==> config.mk <==
export PLATFORM = sky130hd
export DESIGN_NAME = alu_muldiv_flat
export DESIGN_NICKNAME = d
export VERILOG_FILES = /design/src/rtl/alu_muldiv_if.sv /design/src/rtl/alu_muldiv.sv /design/src/flat_wrapper.sv
export SDC_FILE = /design/constraint.sdc
export NUM_CORES = 1
export LEC_CHECK = 0
export ABC_CLOCK_PERIOD_IN_PS = 9910
export BUFFER_PORTS_ARGS = -buffer_cell sky130_fd_sc_hd__buf_2
export CORE_MARGIN = 4
export CORE_UTILIZATION = 49
export CTS_BUF_LIST = sky130_fd_sc_hd__clkbuf_4 sky130_fd_sc_hd__clkbuf_8 sky130_fd_sc_hd__clkbuf_16
export DETAILED_ROUTE_END_ITERATION = 8
export HOLD_SLACK_MARGIN = 0.05
export PLACE_DENSITY_LB_ADDON = 0.08
export SYNTH_ARGS = -nofsm -noshare
export SYNTH_HDL_FRONTEND = slang
export SYNTH_SLANG_ARGS = --single-unit
==> constraint.sdc <==
create_clock -name clk -period 9.91 [get_ports clk]
set_input_delay 0.4955 -clock clk [delete_from_list [all_inputs] [get_ports clk]]
set_output_delay 0.4955 -clock clk [all_outputs]
set_load 0.01 [all_outputs]
==> src/rtl/alu_muldiv_if.sv <==
// Handshake and data bundle between the execute stage and the iterative mul/div unit.
// The master side issues operations and consumes results; the slave side is the unit.
interface alu_muldiv_if #(
  parameter int WIDTH = 32
);
  logic             in_valid;
  logic             in_ready;
  logic [2:0]       op;
  logic [WIDTH-1:0] a_in;
  logic [WIDTH-1:0] b_in;
  logic             out_valid;
  logic             out_ready;
  logic [WIDTH-1:0] ALUResult;
  logic             Z;
  logic             NEG;

  modport master (
    output in_valid, op, a_in, b_in, out_ready,
    input  in_ready, out_valid, ALUResult, Z, NEG
  );

  modport slave (
    input  in_valid, op, a_in, b_in, out_ready,
    output in_ready, out_valid, ALUResult, Z, NEG
  );
endinterface

==> src/rtl/alu_muldiv.sv <==
// Iterative RV32M multiply/divide unit: one bit per cycle on sign-stripped magnitudes,
// then a single fix-up cycle that restores signs and selects the requested word.
module alu_muldiv #(
  parameter int WIDTH = 32
) (
  input  logic         clk,
  input  logic         resetn,
  input  logic         kill,
  alu_muldiv_if.slave  bus
);

  localparam int PW = 2 * WIDTH;
  localparam int CW = $clog2(WIDTH);
  localparam logic [WIDTH-1:0] MIN_NEG = {1'b1, {(WIDTH-1){1'b0}}};

  typedef enum logic [1:0] {IDLE, CALC, FIX, DONE} state_e;

  state_e           state_q, state_d;
  logic [CW-1:0]    counter_q, counter_d;
  logic [2:0]       op_q, op_d;
  logic             neg_res_q, neg_res_d;
  logic             neg_rem_q, neg_rem_d;
  logic [WIDTH-1:0] opb_q, opb_d;
  logic [PW-1:0]    prod_q, prod_d;
  logic [WIDTH:0]   rem_q, rem_d;
  logic [WIDTH-1:0] result_q, result_d;
  logic             z_q, z_d;
  logic             neg_q, neg_d;

  logic             op_is_div;
  logic             a_signed, b_signed;
  logic             a_neg, b_neg;
  logic [WIDTH-1:0] a_mag, b_mag;
  logic             accept;
  logic             div_by_zero, div_overflow, fast_path;
  logic [WIDTH-1:0] fast_result;
  logic [WIDTH:0]   mul_sum;
  logic [WIDTH+1:0] div_shift, div_diff;
  logic [PW-1:0]    prod_fix;
  logic [WIDTH-1:0] rem_fix;
  logic [WIDTH-1:0] fix_result;

  // Operand decode on the live inputs; only used in the accept cycle.
  assign op_is_div = bus.op[2];
  assign a_signed  = (bus.op == 3'b001) || (bus.op == 3'b010) ||
                     (bus.op == 3'b100) || (bus.op == 3'b110);
  assign b_signed  = (bus.op == 3'b001) || (bus.op == 3'b100) || (bus.op == 3'b110);
  assign a_neg     = a_signed & bus.a_in[WIDTH-1];
  assign b_neg     = b_signed & bus.b_in[WIDTH-1];
  assign a_mag     = a_neg ? (~bus.a_in + WIDTH'(1)) : bus.a_in;
  assign b_mag     = b_neg ? (~bus.b_in + WIDTH'(1)) : bus.b_in;
  assign accept    = (state_q == IDLE) && bus.in_valid && !kill;

  assign div_by_zero  = op_is_div && (bus.b_in == '0);
  assign div_overflow = ((bus.op == 3'b100) || (bus.op == 3'b110)) &&
                        (bus.a_in == MIN_NEG) && (bus.b_in == '1);
  assign fast_path    = div_by_zero || div_overflow;

  // op[1] separates REM/REMU from DIV/DIVU within the divide group.
  always_comb begin
    fast_result = '0;
    if (div_by_zero) begin
      fast_result = bus.op[1] ? bus.a_in : '1;
    end else if (div_overflow) begin
      fast_result = bus.op[1] ? '0 : bus.a_in;
    end
  end

  // Per-cycle iteration arithmetic: shift-add multiply and restoring divide.
  assign mul_sum   = {1'b0, prod_q[PW-1:WIDTH]} + {1'b0, opb_q};
  assign div_shift = {rem_q, prod_q[WIDTH-1]};
  assign div_diff  = div_shift - {2'b00, opb_q};

  // Quotient sits in the low word with a zero high word, so one wide negate serves both.
  assign prod_fix = neg_res_q ? (~prod_q + PW'(1)) : prod_q;
  assign rem_fix  = neg_rem_q ? (~rem_q[WIDTH-1:0] + WIDTH'(1)) : rem_q[WIDTH-1:0];

  always_comb begin
    fix_result = prod_fix[PW-1:WIDTH];
    case (op_q)
      3'b000, 3'b100, 3'b101: fix_result = prod_fix[WIDTH-1:0];
      3'b110, 3'b111:         fix_result = rem_fix;
      default:                fix_result = prod_fix[PW-1:WIDTH];
    endcase
  end

  always_ff @(posedge clk or negedge resetn) begin
    if (!resetn) begin
      state_q   <= IDLE;
      counter_q <= '0;
      op_q      <= '0;
      neg_res_q <= 1'b0;
      neg_rem_q <= 1'b0;
      opb_q     <= '0;
      prod_q    <= '0;
      rem_q     <= '0;
      result_q  <= '0;
      z_q       <= 1'b1;
      neg_q     <= 1'b0;
    end else begin
      state_q   <= state_d;
      counter_q <= counter_d;
      op_q      <= op_d;
      neg_res_q <= neg_res_d;
      neg_rem_q <= neg_rem_d;
      opb_q     <= opb_d;
      prod_q    <= prod_d;
      rem_q     <= rem_d;
      result_q  <= result_d;
      z_q       <= z_d;
      neg_q     <= neg_d;
    end
  end

  always_comb begin
    state_d = state_q;
    case (state_q)
      IDLE: if (accept) state_d = fast_path ? DONE : CALC;
      CALC: if (counter_q == '0) state_d = FIX;
      FIX:  state_d = DONE;
      DONE: if (bus.out_ready) state_d = IDLE;
      default: state_d = IDLE;
    endcase
    if (kill) state_d = IDLE;
  end

  // Datapath; a kill during FIX must leave the visible result untouched.
  always_comb begin
    counter_d = counter_q;
    op_d      = op_q;
    neg_res_d = neg_res_q;
    neg_rem_d = neg_rem_q;
    opb_d     = opb_q;
    prod_d    = prod_q;
    rem_d     = rem_q;
    result_d  = result_q;
    z_d       = z_q;
    neg_d     = neg_q;
    case (state_q)
      IDLE: begin
        if (accept) begin
          op_d      = bus.op;
          counter_d = CW'(WIDTH - 1);
          neg_res_d = a_neg ^ b_neg;
          neg_rem_d = a_neg;
          rem_d     = '0;
          if (op_is_div) begin
            opb_d  = b_mag;
            prod_d = {{WIDTH{1'b0}}, a_mag};
          end else begin
            opb_d  = a_mag;
            prod_d = {{WIDTH{1'b0}}, b_mag};
          end
          if (fast_path) begin
            result_d = fast_result;
            z_d      = (fast_result == '0);
            neg_d    = fast_result[WIDTH-1];
          end
        end
      end
      CALC: begin
        if (counter_q != '0) counter_d = counter_q - CW'(1);
        if (op_q[2]) begin
          if (!div_diff[WIDTH+1]) begin
            rem_d  = div_diff[WIDTH:0];
            prod_d = {prod_q[PW-1:WIDTH], prod_q[WIDTH-2:0], 1'b1};
          end else begin
            rem_d  = div_shift[WIDTH:0];
            prod_d = {prod_q[PW-1:WIDTH], prod_q[WIDTH-2:0], 1'b0};
          end
        end else begin
          prod_d = prod_q[0] ? {mul_sum, prod_q[WIDTH-1:1]} : {1'b0, prod_q[PW-1:1]};
        end
      end
      FIX: begin
        if (!kill) begin
          result_d = fix_result;
          z_d      = (fix_result == '0);
          neg_d    = fix_result[WIDTH-1];
        end
      end
      default: ;
    endcase
  end

  always_comb begin
    bus.in_ready  = (state_q == IDLE);
    bus.out_valid = (state_q == DONE);
    bus.ALUResult = result_q;
    bus.Z         = z_q;
    bus.NEG       = neg_q;
  end

endmodule

==> src/flat_wrapper.sv <==
// flat-port wrapper written by rule: the top's interface ports become plain ports
module alu_muldiv_flat 
#(
  parameter int WIDTH = 32
)
  (clk, resetn, kill, bus_in_valid, bus_op, bus_a_in, bus_b_in, bus_out_ready, bus_in_ready, bus_out_valid, bus_ALUResult, bus_Z, bus_NEG);
  alu_muldiv_if #(.WIDTH(WIDTH)) bus_i ();
  input  logic clk;
  input  logic resetn;
  input  logic kill;
  input wire logic [$bits(bus_i.in_valid)-1:0] bus_in_valid;
  input wire logic [$bits(bus_i.op)-1:0] bus_op;
  input wire logic [$bits(bus_i.a_in)-1:0] bus_a_in;
  input wire logic [$bits(bus_i.b_in)-1:0] bus_b_in;
  input wire logic [$bits(bus_i.out_ready)-1:0] bus_out_ready;
  output wire logic [$bits(bus_i.in_ready)-1:0] bus_in_ready;
  output wire logic [$bits(bus_i.out_valid)-1:0] bus_out_valid;
  output wire logic [$bits(bus_i.ALUResult)-1:0] bus_ALUResult;
  output wire logic [$bits(bus_i.Z)-1:0] bus_Z;
  output wire logic [$bits(bus_i.NEG)-1:0] bus_NEG;
  assign bus_i.in_valid = bus_in_valid;
  assign bus_i.op = bus_op;
  assign bus_i.a_in = bus_a_in;
  assign bus_i.b_in = bus_b_in;
  assign bus_i.out_ready = bus_out_ready;
  assign bus_in_ready = bus_i.in_ready;
  assign bus_out_valid = bus_i.out_valid;
  assign bus_ALUResult = bus_i.ALUResult;
  assign bus_Z = bus_i.Z;
  assign bus_NEG = bus_i.NEG;
  alu_muldiv #(.WIDTH(WIDTH)) u_core (.clk(clk), .resetn(resetn), .kill(kill), .bus(bus_i));
endmodule
======== Yosys cells after proc, flatten, opt, wreduce, memory -nomap -nowiden ========
Index checks and enable logic that the tools add are counted.
operators by class
  add/sub/neg operators ................... 7
  multiplexer cells ....................... 41
  equality and inequality tests ........... 22
  bitwise operators ....................... 7
  reductions and logical operators ........ 31
operators by type and width
  cell                   number
  $mux 32                12
  $mux 64                4
  $pmux 32 s2            2
  $pmux 64 s2            1
  $mux 33                3
  $add 32x1->32 const B  3
  $logic_not 32->1       3
  $not 32->32            3
  $pmux 33 s2            1
  $add 64x1->64 const B  1
  $eq 32x32->1 const B   2
  $not 64->64            1
  $sub 34x32->34         1
  $add 32x32->33         1
  $eq 3x3->1 const B     6
  $reduce_and 3->1       4
  $mux 2                 5
  $mux 5                 2
  $pmux 5 s2             1
  $ne 2x1->1 const B     4
  $pmux 2 s4             1
  $logic_or 1x1->1       7
  $mux 1                 7
  $ne 3x2->1 const B     2
  other kinds (21)       31
storage, ports and cells
  word-level logic and storage cells ...... 120
  input bits .............................. 72
  output and inout port bits .............. 36
  flip-flop bits (word level) ............. 175

======== Longest topological paths before layout ========
  depth after elaboration ................. 10
  depth in mapped cells ................... 15
  mapped depth without buffers ............ 14

======== Worst setup path after synthesis ========
No wires, ideal clock.
  kind .................................... reg-to-reg
  start ................................... register u_core.rem_q[3]
  end ..................................... register u_core.rem_q[4]
  data required time ...................... 9.777 ns
  cell stages (with the launch flop) ...... 14
  clock period less this slack ............ 3.570 ns
  buffers on the path ..................... 2
  slack ................................... 6.340 ns
  arrival ................................. 3.437 ns
  setup time .............................. 0.133 ns
  path through ............................ dfrtp_1 ha_1 a21oi_1 and2_1 a21oi_1 o211a_1 nor2_1 o2111ai_1 a311oi_1 xnor2_1 buf_1 clkbuf_1 mux2i_1 o21ai_0
on the way
  cells in the longest elaborated chain, start to end .. 4
ends and longest elaborated chain
  item                    RTL line           RTL
  start, declared         alu_muldiv.sv:25   logic [WIDTH:0] rem_q, rem_d;
  start signal, assigned  alu_muldiv.sv:108  rem_q <= rem_d;
  $sub 34x32->34          alu_muldiv.sv:72   assign div_diff = div_shift - {2'b00, opb_q};
  $mux 33 (*)             alu_muldiv.sv:164  if (!div_diff[WIDTH+1]) begin
  $mux 33 (*)             alu_muldiv.sv:163  if (op_q[2]) begin
  $pmux 33 s2 (*)         alu_muldiv.sv:139  case (state_q)
Mark *: on every way between the ends. The rest lies on a longest branch, timed or not. The select of a mux whose other input is x is not followed.
A chain may end at the register's enable or synchronous reset.

======== Worst setup path after layout ========
  start ................................... register u_core.prod_q[0]
  end ..................................... register u_core.result_q[30], in the netlist u_core.bus.ALUResult[30]
on the way
  cells in the longest elaborated chain, start to end .. 6
ends and longest elaborated chain
  item                    RTL line           RTL
  start, declared         alu_muldiv.sv:24   logic [PW-1:0] prod_q, prod_d;
  start signal, assigned  alu_muldiv.sv:107  prod_q <= prod_d;
  $not 64->64             alu_muldiv.sv:75   assign prod_fix = neg_res_q ? (~prod_q + PW'(1)) : prod_q;
  $add 64x1->64           alu_muldiv.sv:75
  $mux 64                 alu_muldiv.sv:75
  $pmux 32 s2             alu_muldiv.sv:80   case (op_q)
  $mux 32                 alu_muldiv.sv:176  if (!kill) begin
  $pmux 32 s2             alu_muldiv.sv:139
  end signal, assigned    alu_muldiv.sv:109  result_q <= result_d;
  end, declared           alu_muldiv.sv:26   logic [WIDTH-1:0] result_q, result_d;
Every way passes these cells. The select of a mux whose other input is x is not followed.

==> results.sh <==
export IMPL_synth_cell_types=88
export IMPL_synth_most_common_cell="a21oi_1"
export IMPL_synthTopCellsByCount="a21oi_1 (213), nand2_1 (193), o21ai_0 (186)"
export IMPL_antenna_found_initial=1
export IMPL_fmax_mhz=234
export IMPL_synth_top_area_share_pct=26.0
export IMPL_worst_slack_ns=5.64
export IMPL_pin_count=108
export IMPL_clock_path_buffers=2
export IMPL_maxSlewHeadroom_pct=31.5
export IMPL_reg2reg_depth=13
export IMPL_finalHoldViolations=0
export IMPL_slew_violations=0
export IMPL_via_count=16900
export IMPL_synth_seq_cells=174
export IMPL_hold_ws_ns=0.234
export IMPL_gr_usage_all_layers_pct=33.9
export IMPL_p_leak_nw=7.58
export IMPL_hold_class="primary input to register"
export IMPL_cts_tree="built"
export IMPL_synth_area_um2=16700
export IMPL_fin_area_um2=17900
export IMPL_num_rows=67
export IMPL_htreeDepth=4
export IMPL_drc=0
export IMPL_area_growth_pct=7.55
export IMPL_crit_path_start_kind="register"
export IMPL_port_buffers=107
export IMPL_critPathKind="register to register"
export IMPL_post_cts_buffers=0
export IMPL_setup_tns_final_ns=0
export IMPL_skew_ns=0.0147
export IMPL_dieArea_um2=37100
export IMPL_dpl_instance_area_um2=17400
export IMPL_ys_seq_area_share_pct=26.1
export IMPL_clkSinkCount=174
export IMPL_clk_latency_ns=0.46
export IMPL_fp_dieH_um=193
export IMPL_hold_depth=2
export IMPL_fin_nets=2292
export IMPL_die_w_um=193
export IMPL_grt_pass1_wl_mm=96.2
export IMPL_final_core_util_pct=53.5
export IMPL_pre_cts_ws_ns=5.73
export IMPL_synth_edf_count=0
export IMPL_async_flop_share_pct=100
export IMPL_status="complete, no violations"
export IMPL_p_per_area_nw_per_um2=311
export IMPL_setup_viol=0
export IMPL_yosys_warnings=0
export IMPL_crit_path_end_kind="register"
export IMPL_worstPathArrival_ns=4.63
export IMPL_post_route_min_period_ns=4.27
export IMPL_grt_max_degree=96
export IMPL_synth_top_flop_cell="dfrtp_1"
export IMPL_start_util_pct=49.7
export IMPL_synth_area_top_cells="dfrtp_1 (26%), a21oi_1 (6.4%), xnor2_1 (5.9%), ha_1 (5.6%), o21ai_0 (5.6%)"
export IMPL_first_pass_iters=6
export IMPL_ir_drop_mv=0.182
export IMPL_gp_congestion=1.03
export IMPL_antenna_cells=0
export IMPL_coreArea_um2=33500
export IMPL_timing_final_crit_share_pct=43.1
export IMPL_routed_via_density=6.50
export IMPL_cts_resized_gates=0
export IMPL_tightest_slew_ns=1.03
export IMPL_yosys_area_top_type="dfrtp_1"
export IMPL_postSynthAreaPerCell_um2=7.82
export IMPL_cts_made_buffers=17
export IMPL_globalRouteOverflowTotal=0
export IMPL_grt_pass1_vias=15500
export IMPL_drv_cap=0
export IMPL_wl_per_cell_um=24.1
export IMPL_syn_num_nets=2281
export IMPL_worstPathMaxFanout=13
export IMPL_synth_cells=2132
export IMPL_drtAntennaViolNets=0
export IMPL_wl_mm=62.8
export IMPL_drtIter0Drc=1952
export IMPL_hpwl_mm=49.0
export IMPL_critPathRequiredTime_ns=10.27
export IMPL_root_buffer="clkbuf_16"
export IMPL_clkSlewWorstSetupHoldPaths_ns=0.08
export IMPL_rsz0062_at_grt="false"
export IMPL_drive_gt1_share_pct=11.0
==> final timing paths <==
check | from | endpoint | slack [ns]
min in group asynchronous | resetn | u_core.rem_q[27]$_DFFE_PN0P_ | 0.54
hold / removal | kill | u_core.state_q[1]$_DFFE_PN0P_ | 0.23
max in group asynchronous | resetn | u_core.prod_q[14]$_DFFE_PN0P_ | 8.00
setup reg to reg | u_core.prod_q[0]$_DFFE_PN0P_ | u_core.bus.ALUResult[30]$_DFFE_PN0P_ | 5.64
setup / recovery | u_core.prod_q[0]$_DFFE_PN0P_ | u_core.bus.ALUResult[30]$_DFFE_PN0P_ | 5.64
hold reg to reg | u_core.bus.ALUResult[16]$_DFFE_PN0P_ | u_core.bus.ALUResult[16]$_DFFE_PN0P_ | 0.47
==> layout by cell type, fill, tap and decap left out, types with 16 or more instances in the layout <==
cell type | Yosys | final
a211oi_1 | 67 | 67
a21o_1 | 44 | 44
a21oi_1 | 213 | 213
buf_2 | 1 | 105
buf_4 | 2 | 30
clkbuf_16 | 0 | 17
dfrtp_1 | 173 | 173
ha_1 | 75 | 74
inv_1 | 81 | 81
mux2_2 | 34 | 34
mux2i_1 | 67 | 67
nand2_1 | 193 | 193
nand2b_1 | 16 | 16
nand3_1 | 30 | 30
nand4_1 | 27 | 27
nor2_1 | 178 | 178
nor2b_1 | 17 | 17
nor3_1 | 54 | 54
nor4_1 | 22 | 22
o21ai_0 | 186 | 184
o22ai_1 | 18 | 18
o31ai_1 | 39 | 39
o41ai_1 | 18 | 18
or3_1 | 29 | 29
or4_1 | 23 | 23
xnor2_1 | 112 | 111
xor2_1 | 74 | 74
==> state kept, by name (all words and copies together) (netlist names) <==
register / flops
u_core.prod_q: 64
u_core.rem_q: 33
u_core.bus.ALUResult: 32
u_core.opb_q: 32
u_core.counter_q: 5
u_core.op_q: 3
u_core.state_q: 2
u_core.bus.Z: 1
u_core.neg_rem_q: 1
u_core.neg_res_q: 1
==> worst max-delay path, stage by stage (launching register included) <==
cell and delay, ns:
dfrtp_1 0.38, inv_1 0.44, ha_1 0.27, nand2b_1 0.13
or4_4 0.53, nor4_4 0.47, nand4_2 0.29, nor4_1 0.50
mux2i_1 0.25, nor2_1 0.05, a2111oi_0 0.37, buf_4 0.21
a211oi_1 0.08, a21o_1 0.19
==> cells by family after synthesis <==
family	count (synthesis)	synth area share, %
compound gates	716	26.8
buf+inv	227	5.95
mux	102	6.38
xor+xnor	186	9.77
flops	174	26.1
simple gates	650	19.1
fa+ha+maj	77	5.87
==> power breakdown <==
group	switching (mW)	internal, mW
registers	0.440	0.972
logic	2.19	1.29
clock network	0.331	0.357
total	2.96	2.62
==> metal layers <==
metal	up-vias	share of wire (%)	global-route usage (%)
met2	848	43	49.9
met3	152	8.4	5.08
met4	2	5.7	16.4
met5	-	0.021	0
met1	8092	43	48.5
li1	7818	-	-
==> timing repair <==
item	in CTS	in global routing
setup endpoints to repair	0	0
hold buffers	1	0
endpoints found under the hold margin	50	0
==> through the flow <==
stage	total power, mW	std cells
detailed placement	4.78	2571
global placement	4.76	2571
CTS	5.49	2603
global route	5.95	2603
floorplan	3.76	2132
finish	5.57	2603
==> cell type report <==
class / instances / area [µm²]
fill: 3278 / 15600
multi-input combinational: 1731 / 11400
sequential: 174 / 4360
timing repair buffer: 137 / 772
tap: 448 / 561
clock buffer: 18 / 439
inverter: 82 / 308
clock inverter: 13 / 134
Power figures use the tool's default switching activity.
